File: config.mk
export PLATFORM = sky130hd
export DESIGN_NAME = ps2_host_tx
export DESIGN_NICKNAME = d
export VERILOG_FILES = /design/src/rtl/ps2_host_tx.sv
export SDC_FILE = /design/constraint.sdc
export NUM_CORES = 1
export LEC_CHECK = 0
export BUFFER_PORTS_ARGS = -buffer_cell sky130_fd_sc_hd__clkbuf_2
export CORE_ASPECT_RATIO = 0.5
export CORE_MARGIN = 5
export CORE_UTILIZATION = 42
export CTS_CLUSTER_SIZE = 20
export DETAILED_ROUTE_END_ITERATION = 8
export PLACE_DENSITY_LB_ADDON = 0.1
export SLEW_MARGIN = 20
export SYNTH_ARGS = -nofsm -noshare
export SYNTH_HDL_FRONTEND = slang
export SYNTH_SLANG_ARGS = --single-unit
File: constraint.sdc
create_clock -name pclk -period 2.34 [get_ports pclk]
set_input_delay 0.351 -clock pclk [delete_from_list [all_inputs] [get_ports pclk]]
set_output_delay 0.351 -clock pclk [all_outputs]
set_load 0.05 [all_outputs]
File: src/rtl/ps2_host_tx.sv
// ps2_host_tx: PS/2 host-to-device byte transmitter (inhibit, request-to-send, shift, ACK, idle wait)
module ps2_host_tx #(
    parameter int INHIBIT_CYCLES = 2440,
    parameter int TIMEOUT_CYCLES = 366000
) (
    input  logic       pclk,
    input  logic       reset,
    input  logic [7:0] tx_data,
    input  logic       tx_valid,
    output logic       tx_ready,
    output logic       tx_done,
    output logic       tx_error,
    input  logic       ps2_clk_in,
    input  logic       ps2_data_in,
    output logic       ps2_clk_oe,
    output logic       ps2_data_oe
);
    localparam int MAXC = (TIMEOUT_CYCLES > INHIBIT_CYCLES) ? TIMEOUT_CYCLES : INHIBIT_CYCLES;
    localparam int CW = $clog2(MAXC + 1);
    localparam logic [CW-1:0] INH_LAST = CW'(INHIBIT_CYCLES - 1);
    localparam logic [CW-1:0] TO_LAST = CW'(TIMEOUT_CYCLES - 1);

    typedef enum logic [2:0] {S_IDLE, S_INHIBIT, S_REQ, S_SHIFT, S_ACK, S_WAIT_IDLE} state_t;

    state_t          r_state, w_next;
    logic            r_clk_s1, r_clk_s2, r_clk_d, r_dat_s1, r_dat_s2;
    logic [CW-1:0]   r_cnt;
    logic [3:0]      r_bit;
    logic [9:0]      r_frame;
    logic            r_dout, r_ack_ok, r_done, r_err;
    logic            w_done, w_err, w_fall, w_run, w_timeout;
    logic [3:0]      w_bit_nxt;

    assign w_fall    = r_clk_d & ~r_clk_s2;
    assign w_run     = (r_state == S_REQ) || (r_state == S_SHIFT) || (r_state == S_ACK) || (r_state == S_WAIT_IDLE);
    assign w_timeout = w_run && (r_cnt == TO_LAST);
    assign w_bit_nxt = r_bit + 4'd1;

    // Two-flop synchronizers on the open-collector lines plus a delayed clock for edge detection
    always_ff @(posedge pclk) begin
        if (reset) begin
            {r_clk_s1, r_clk_s2, r_clk_d, r_dat_s1, r_dat_s2} <= 5'b11111;
        end else begin
            r_clk_s1 <= ps2_clk_in;
            r_clk_s2 <= r_clk_s1;
            r_clk_d  <= r_clk_s2;
            r_dat_s1 <= ps2_data_in;
            r_dat_s2 <= r_dat_s1;
        end
    end

    // State register
    always_ff @(posedge pclk) begin
        if (reset) r_state <= S_IDLE;
        else       r_state <= w_next;
    end

    // Next state and completion pulses; the timeout overrides any bit position
    always_comb begin
        w_next = r_state;
        w_done = 1'b0;
        w_err  = 1'b0;
        case (r_state)
            S_IDLE:      if (tx_valid) w_next = S_INHIBIT;
            S_INHIBIT:   if (r_cnt == INH_LAST) w_next = S_REQ;
            S_REQ:       if (w_fall) w_next = S_SHIFT;
            S_SHIFT:     if (w_fall && r_bit == 4'd8) w_next = S_ACK;
            S_ACK:       if (w_fall) w_next = S_WAIT_IDLE;
            S_WAIT_IDLE: if (r_clk_s2 && r_dat_s2) begin
                w_next = S_IDLE;
                w_done = r_ack_ok;
                w_err  = ~r_ack_ok;
            end
            default:     w_next = S_IDLE;
        endcase
        if (w_timeout) begin
            w_next = S_IDLE;
            w_done = 1'b0;
            w_err  = 1'b1;
        end
    end

    // Inhibit/timeout counter, frame capture, bit shifting, ACK sample and result pulses
    always_ff @(posedge pclk) begin
        if (reset) begin
            r_cnt    <= '0;
            r_bit    <= '0;
            r_frame  <= '0;
            r_dout   <= 1'b1;
            r_ack_ok <= 1'b0;
            r_done   <= 1'b0;
            r_err    <= 1'b0;
        end else begin
            r_cnt    <= (r_state == S_IDLE || w_next == S_IDLE || (r_state == S_INHIBIT && w_next == S_REQ)) ? '0 : r_cnt + 1'b1;
            r_bit    <= (r_state == S_SHIFT) ? (w_fall ? w_bit_nxt : r_bit) : '0;
            r_dout   <= (r_state == S_IDLE) ? 1'b1 :
                        (r_state == S_REQ && w_fall) ? r_frame[0] :
                        (r_state == S_SHIFT && w_fall) ? r_frame[w_bit_nxt] : r_dout;
            r_ack_ok <= (r_state == S_ACK && w_fall) ? ~r_dat_s2 : r_ack_ok;
            r_done   <= w_done;
            r_err    <= w_err;
            if (r_state == S_IDLE && tx_valid) r_frame <= {1'b1, ~^tx_data, tx_data};
        end
    end

    assign tx_ready    = (r_state == S_IDLE);
    assign tx_done     = r_done;
    assign tx_error    = r_err;
    assign ps2_clk_oe  = (r_state == S_INHIBIT);
    assign ps2_data_oe = (r_state == S_INHIBIT && r_cnt == INH_LAST) || (r_state == S_REQ) || (r_state == S_SHIFT && !r_dout);
endmodule
* After elaboration in Yosys (flattened, before gate mapping) *
Cells that the tools add are included.

word-level totals
  input port bits = 13
  flip-flop bits (word level) = 45
  output and inout port bits = 5

cells by class
  bitwise operators = 7
  add/subtract/negate cells = 2
  eq/ne operators = 9
  reductions and logical operators = 26
  magnitude comparators = 1
  multiplexer cells = 15

operators with widths
  cell                                                count
  two-way mux 3 bit                                   7
  adder 19 x 1 -> 19 bit, second input constant       1
  == test 19 x 12 -> 1 bit, second input constant     1
  == test 19 bit, second input constant               1
  case mux 3 bit (6 select lines)                     1
  logical AND 1 bit                                   10
  == test 3 x 2 -> 1 bit, second input constant       3
  XNOR reduction 8 bit                                1
  logical OR 1 bit                                    7
  == test 3 bit, second input constant                2
  logical NOT 3 bit                                   2
  two-way mux 1 bit                                   6
  inverter 1 bit                                      6
  OR reduction 2 bit                                  3
  < comparator 4 x 5 -> 1 bit, second input constant  1
  adder 4 x 1 -> 4 bit, second input constant         1
  binary-select mux 1 bit (select 4 bit)              1
  == test 4 bit, second input constant                1
  OR reduction 4 bit                                  1
  == test 3 x 1 -> 1 bit, second input constant       1
  nonzero test 2 bit                                  1
  bitwise AND 1 bit                                   1
  logical NOT 1 bit                                   1

* Depth between registers and ports, before layout *
  depth after elaboration = 10
  mapped depth = 8

* Worst setup path after synthesis *
Ideal clock, no wire load.

  path kind = flip-flop to flip-flop
  start = reg r_state[1]
  end = reg r_cnt[10]
  stages on the path, launching flop included = 7
  data arrival time = 2413 ps
  path slack = -199 ps
  required time = 2213 ps
  period minus slack after synthesis = 2539 ps
  cell sequence = dfxtp_1 -> clkbuf_1 -> nor3_1 -> a211oi_1 -> nand2_2 -> dlygate4sd1_1 -> nor3_1

on the way
  elaborated cells between the ends (all ways) = 24

RTL lines
  item                                                                RTL line  source
  start: declaration                                                  25        state_t r_state, w_next;
  start signal: assignment                                            55        else r_state <= w_next;
  logical NOT 3 bit *                                                 n/a
  net tx_ready                                                        10        output logic tx_ready,
  case mux 3 bit (6 select lines)                                     63        case (r_state)
  two-way mux 3 bit                                                   76        if (w_timeout) begin
  == test 3 x 2 -> 1 bit / logical NOT 3 bit (equally long branches)  94        r_cnt <= (r_state == S_IDLE || w_next == S_IDLE || (r_state == S_INHIBIT && w_next == S_REQ)) ? '0 : r_cnt + 1 ...
  logical AND 1 bit / logical OR 1 bit (equally long branches)        94
  logical OR 1 bit *                                                  94
  OR reduction 2 bit (no source line) *                               n/a
  end signal: assignment                                              94
  end: declaration                                                    27        logic [CW-1:0] r_cnt;

The timed path passes the listed nets; every way through them passes the cells marked *.
A chain may end at the register's enable or synchronous reset.

* Worst setup path after layout *
  start = reg r_cnt[6]
  end = out ps2_data_oe

on the way
  cells in the longest elaborated chain, start to end = 4

ends and longest elaborated chain
  item                            RTL line  source
  == test 19 x 12 -> 1 bit        110       assign ps2_data_oe = (r_state == S_INHIBIT && r_cnt == INH_LAST) || (r_state == S_REQ) || (r_state == S_SHIFT ...
  logical AND 1 bit               110
  logical OR 1 bit (2 in series)  110
  end: declaration                16        output logic ps2_data_oe

Every way passes these cells.

==> flow_summary.json <==
{
  "async_reset_ff_frac": 0,
  "die_width_um": 112,
  "path_buf_inv": 1,
  "final_report_hold_violation_count": 0,
  "areaGrowthSynthToFinish_pct": 14.2,
  "critPathRequiredTime_ns": 1.99,
  "ys.warnings.count": 0,
  "maxSlewViolCount": 0,
  "synth_nets": 269,
  "critPathLaunchType": "register",
  "holdCritPathClass": "in2reg",
  "setup_viol": 0,
  "critPathLaunch": "r_cnt[6]",
  "yosys.cell_types.count": 47,
  "fin_worst_skew_ns": 0.00516,
  "cpLargestDelayFamily": "simple AND/OR/NAND/NOR gates",
  "total_negative_setup_slacks_ns": 0,
  "area_used_by_multi_input_combinational_logic_mm2": 0.00124,
  "sequential_fraction_of_the_synthesis_area": 0.410,
  "postPlaceCellArea_mm2": 0.00239,
  "finalWorstPathRequiredPeriod_ns": 2.22,
  "seq_power_share": 0.558,
  "path_cells": "or4_4 -> nor4_4 -> nand4b_1 -> a21oi_2 -> clkbuf_8",
  "ioPinCount": 18,
  "clock.fmax_mhz": 451,
  "cell_types_with_the_largest_area_share_after_synthesis": "dfxtp_1 (41%), xnor2_1 (7.2%), nor3_1 (5.7%), nand2_1 (5.6%), xor2_1 (3.6%)",
  "final_antenna_net_count": 0,
  "stdcell_count": 348,
  "synth_top_flop_cell": "dfxtp_1",
  "timing_worst_setup_path_type": "reg2out",
  "maxCapViolations": 0,
  "core.rowCount": 18,
  "critical_path_peak_fanout": 5,
  "timing.slew.headroom": 0.651,
  "cts-buffers-inserted": 5,
  "pwr_density_cell_mw_per_mm2": 569,
  "ant_cells": 0,
  "number_of_h_tree_levels": 2,
  "via_per_inst": 5.23,
  "net-switching-power_w": 0.000346,
  "switching_share": 0.242,
  "post-synth-top-count-cell": "dfxtp_1",
  "peakVddDrop_uv": 236,
  "holdPathStages": 2,
  "clock-root-buffer": "clkbuf_8",
  "netlist_instances": 253,
  "finish.utilization": 0.502,
  "ctsHoldBuffers": 0,
  "critical_path_arrival_ns": 1.87,
  "grt_pass1_wl_um": 7760,
  "timing.critical_path.slowest_stage_cell": "or4_4",
  "synth.cell_area_mm2": 0.00220,
  "drc_errors": 0,
  "max_slew.worst_pin.slew_ns": 0.520,
  "clockBufferDepth": 2,
  "power.combinational.fraction": 0.104,
  "nets": 294,
  "groute.usage.overall": 0.141,
  "via_count": 1820,
  "post-synth-top-area-fraction": 0.410,
  "reg2reg_depth": 8,
  "drive_above_1_share": 0.194,
  "grt_setup_unrepaired": "no",
  "portBuffers": 17,
  "filler_cell_count": 507,
  "cellLeakagePower_nw": 0.842,
  "stdcell_area_mm2": 0.00251,
  "post_synth.cell_area_avg_um2": 8.69,
  "post_synth_edffs": 0,
  "cts.reportedPaths.clkPinSlew_ns": 0.08,
  "tritoncts_clock_tree": "done",
  "timing.rr.start": "r_bit[0]",
  "dr.pass1.iters": 4,
  "route.detailed.wl_per_inst_um": 12.9,
  "vias_in_the_first_global_route": 1748,
  "dpl.hpwl_um": 3220,
  "place_inst": 339,
  "drtIter0Drc": 59,
  "power.share.clock": 0.338,
  "total_power_w": 0.00143,
  "seq_area_um2": 905,
  "placeable_core_region_mm2": 0.00500,
  "die_y_um": 61.2,
  "grt_overflow": 0,
  "period_share": 0.947,
  "slowest_delay_ns": 0.53,
  "gp_congestion": 0.779,
  "outcome": "finished clean",
  "largest_net_degree_at_the_start_of_global_routing": 24,
  "synth_common_cells": "dfxtp_1 (45), nand2_1 (33), nor3_1 (25)",
  "antenna_found_initial": 0,
  "floorplan.die_area_mm2": 0.00687,
  "worst_setup_path_end_kind": "output pin",
  "start_util": 0.440,
  "clkLatencyLatePin_ns": 0.29,
  "hp_start": "ps2_data_in",
  "internal_power_consumption_w": 0.00108,
  "synth-seq-cells": 45,
  "netlist.top_cell.by_area": "dfxtp_1",
  "wirelength_um": 4510,
  "worst-path-stages": 5,
  "clock_sinks": 45
}
cell type report:
cell class	instances	share of cell area
timing repair buffer	26	0.0693
inverter	5	0.00747
sequential	45	0.360
tap	70	0.0349
multi-input combinational	195	0.494
clock buffer	7	0.0344
cell families (layout without fill, tap and decap cells):
kind of cell,Yosys count,after routing,synth area share
AND/OR/NAND/NOR,124,124,0.302
flip-flops,45,45,0.410
AO/OA/AOI/OAI,38,38,0.118
XOR/XNOR,27,27,0.108
buffers and inverters,13,38,0.0313
adder cells (fa/ha/maj),3,3,0.0171
multiplexers,3,3,0.0137
path summary, 6_finish.rpt:
kind / end / slack (ns)
worst max-delay path: ps2_data_oe / 0.12
worst min-delay path: r_dat_s1 / 0.24
worst max register to register: r_cnt[17] / 0.31
worst min register to register: r_clk_s2 / 0.41
sequential cells by signal, summed over array words and instances, names as in the netlist:
register	cells
r_ack_ok	1
r_bit	4
r_clk_d	1
r_clk_s1	1
r_clk_s2	1
r_cnt	19
r_dat_s1	1
r_dat_s2	1
r_dout	1
r_frame	10
r_state	3
tx_done	1
tx_error	1
cells in the final DEF (no fill, tap or decap), drive strengths merged, types with 4 or more instances in the layout:
master	n
o21ai	6
a21oi	15
xnor2	18
nand4	6
clkbuf	24
xor2	9
dfxtp	45
nand2	34
or2	5
a211oi	4
and3	4
buf	9
nor3	25
nand3	6
inv	5
nor2	16
nor4	5
a2111oi	4
stage by stage:
stage          worst slack, ns  hold slack, ns
2_1_floorplan            0.223           0.389
3_3_place_gp             0.270           0.392
3_5_place_dp             0.234           0.396
4_1_cts               0.000909           0.227
5_1_grt                0.00177           0.230
6_report                 0.123           0.237
power groups by stage:
stage               logic, W  clock network, W  registers (W)
detailed placement  0.000150                 0       0.000816
floorplan           0.000106                 0       0.000810
global route        0.000165          0.000535       0.000800
CTS                 0.000151          0.000505       0.000798
finish              0.000148          0.000483       0.000797
global placement    0.000149                 0       0.000815
routing by layer:
| metal | routed length, um | track usage | vias up |
|---|---|---|---|
| met3 | 169 | 0.0402 | 6 |
| li1 | - | - | 945 |
| met2 | 2070 | 0.255 | 23 |
| met1 | 2220 | 0.168 | 846 |
| met4 | 48 | 0.0411 | 0 |
| met5 | 0 | 0 | - |
what timing repair did:
| item | 4_1_cts | 5_1_grt |
|---|---|---|
| pin swaps | 3 | 3 |
| resized for setup | 4 | 2 |
| endpoints found under the setup margin | 1 | 1 |
| setup buffers | 2 | 0 |
(Power assumes the default switching activity.)
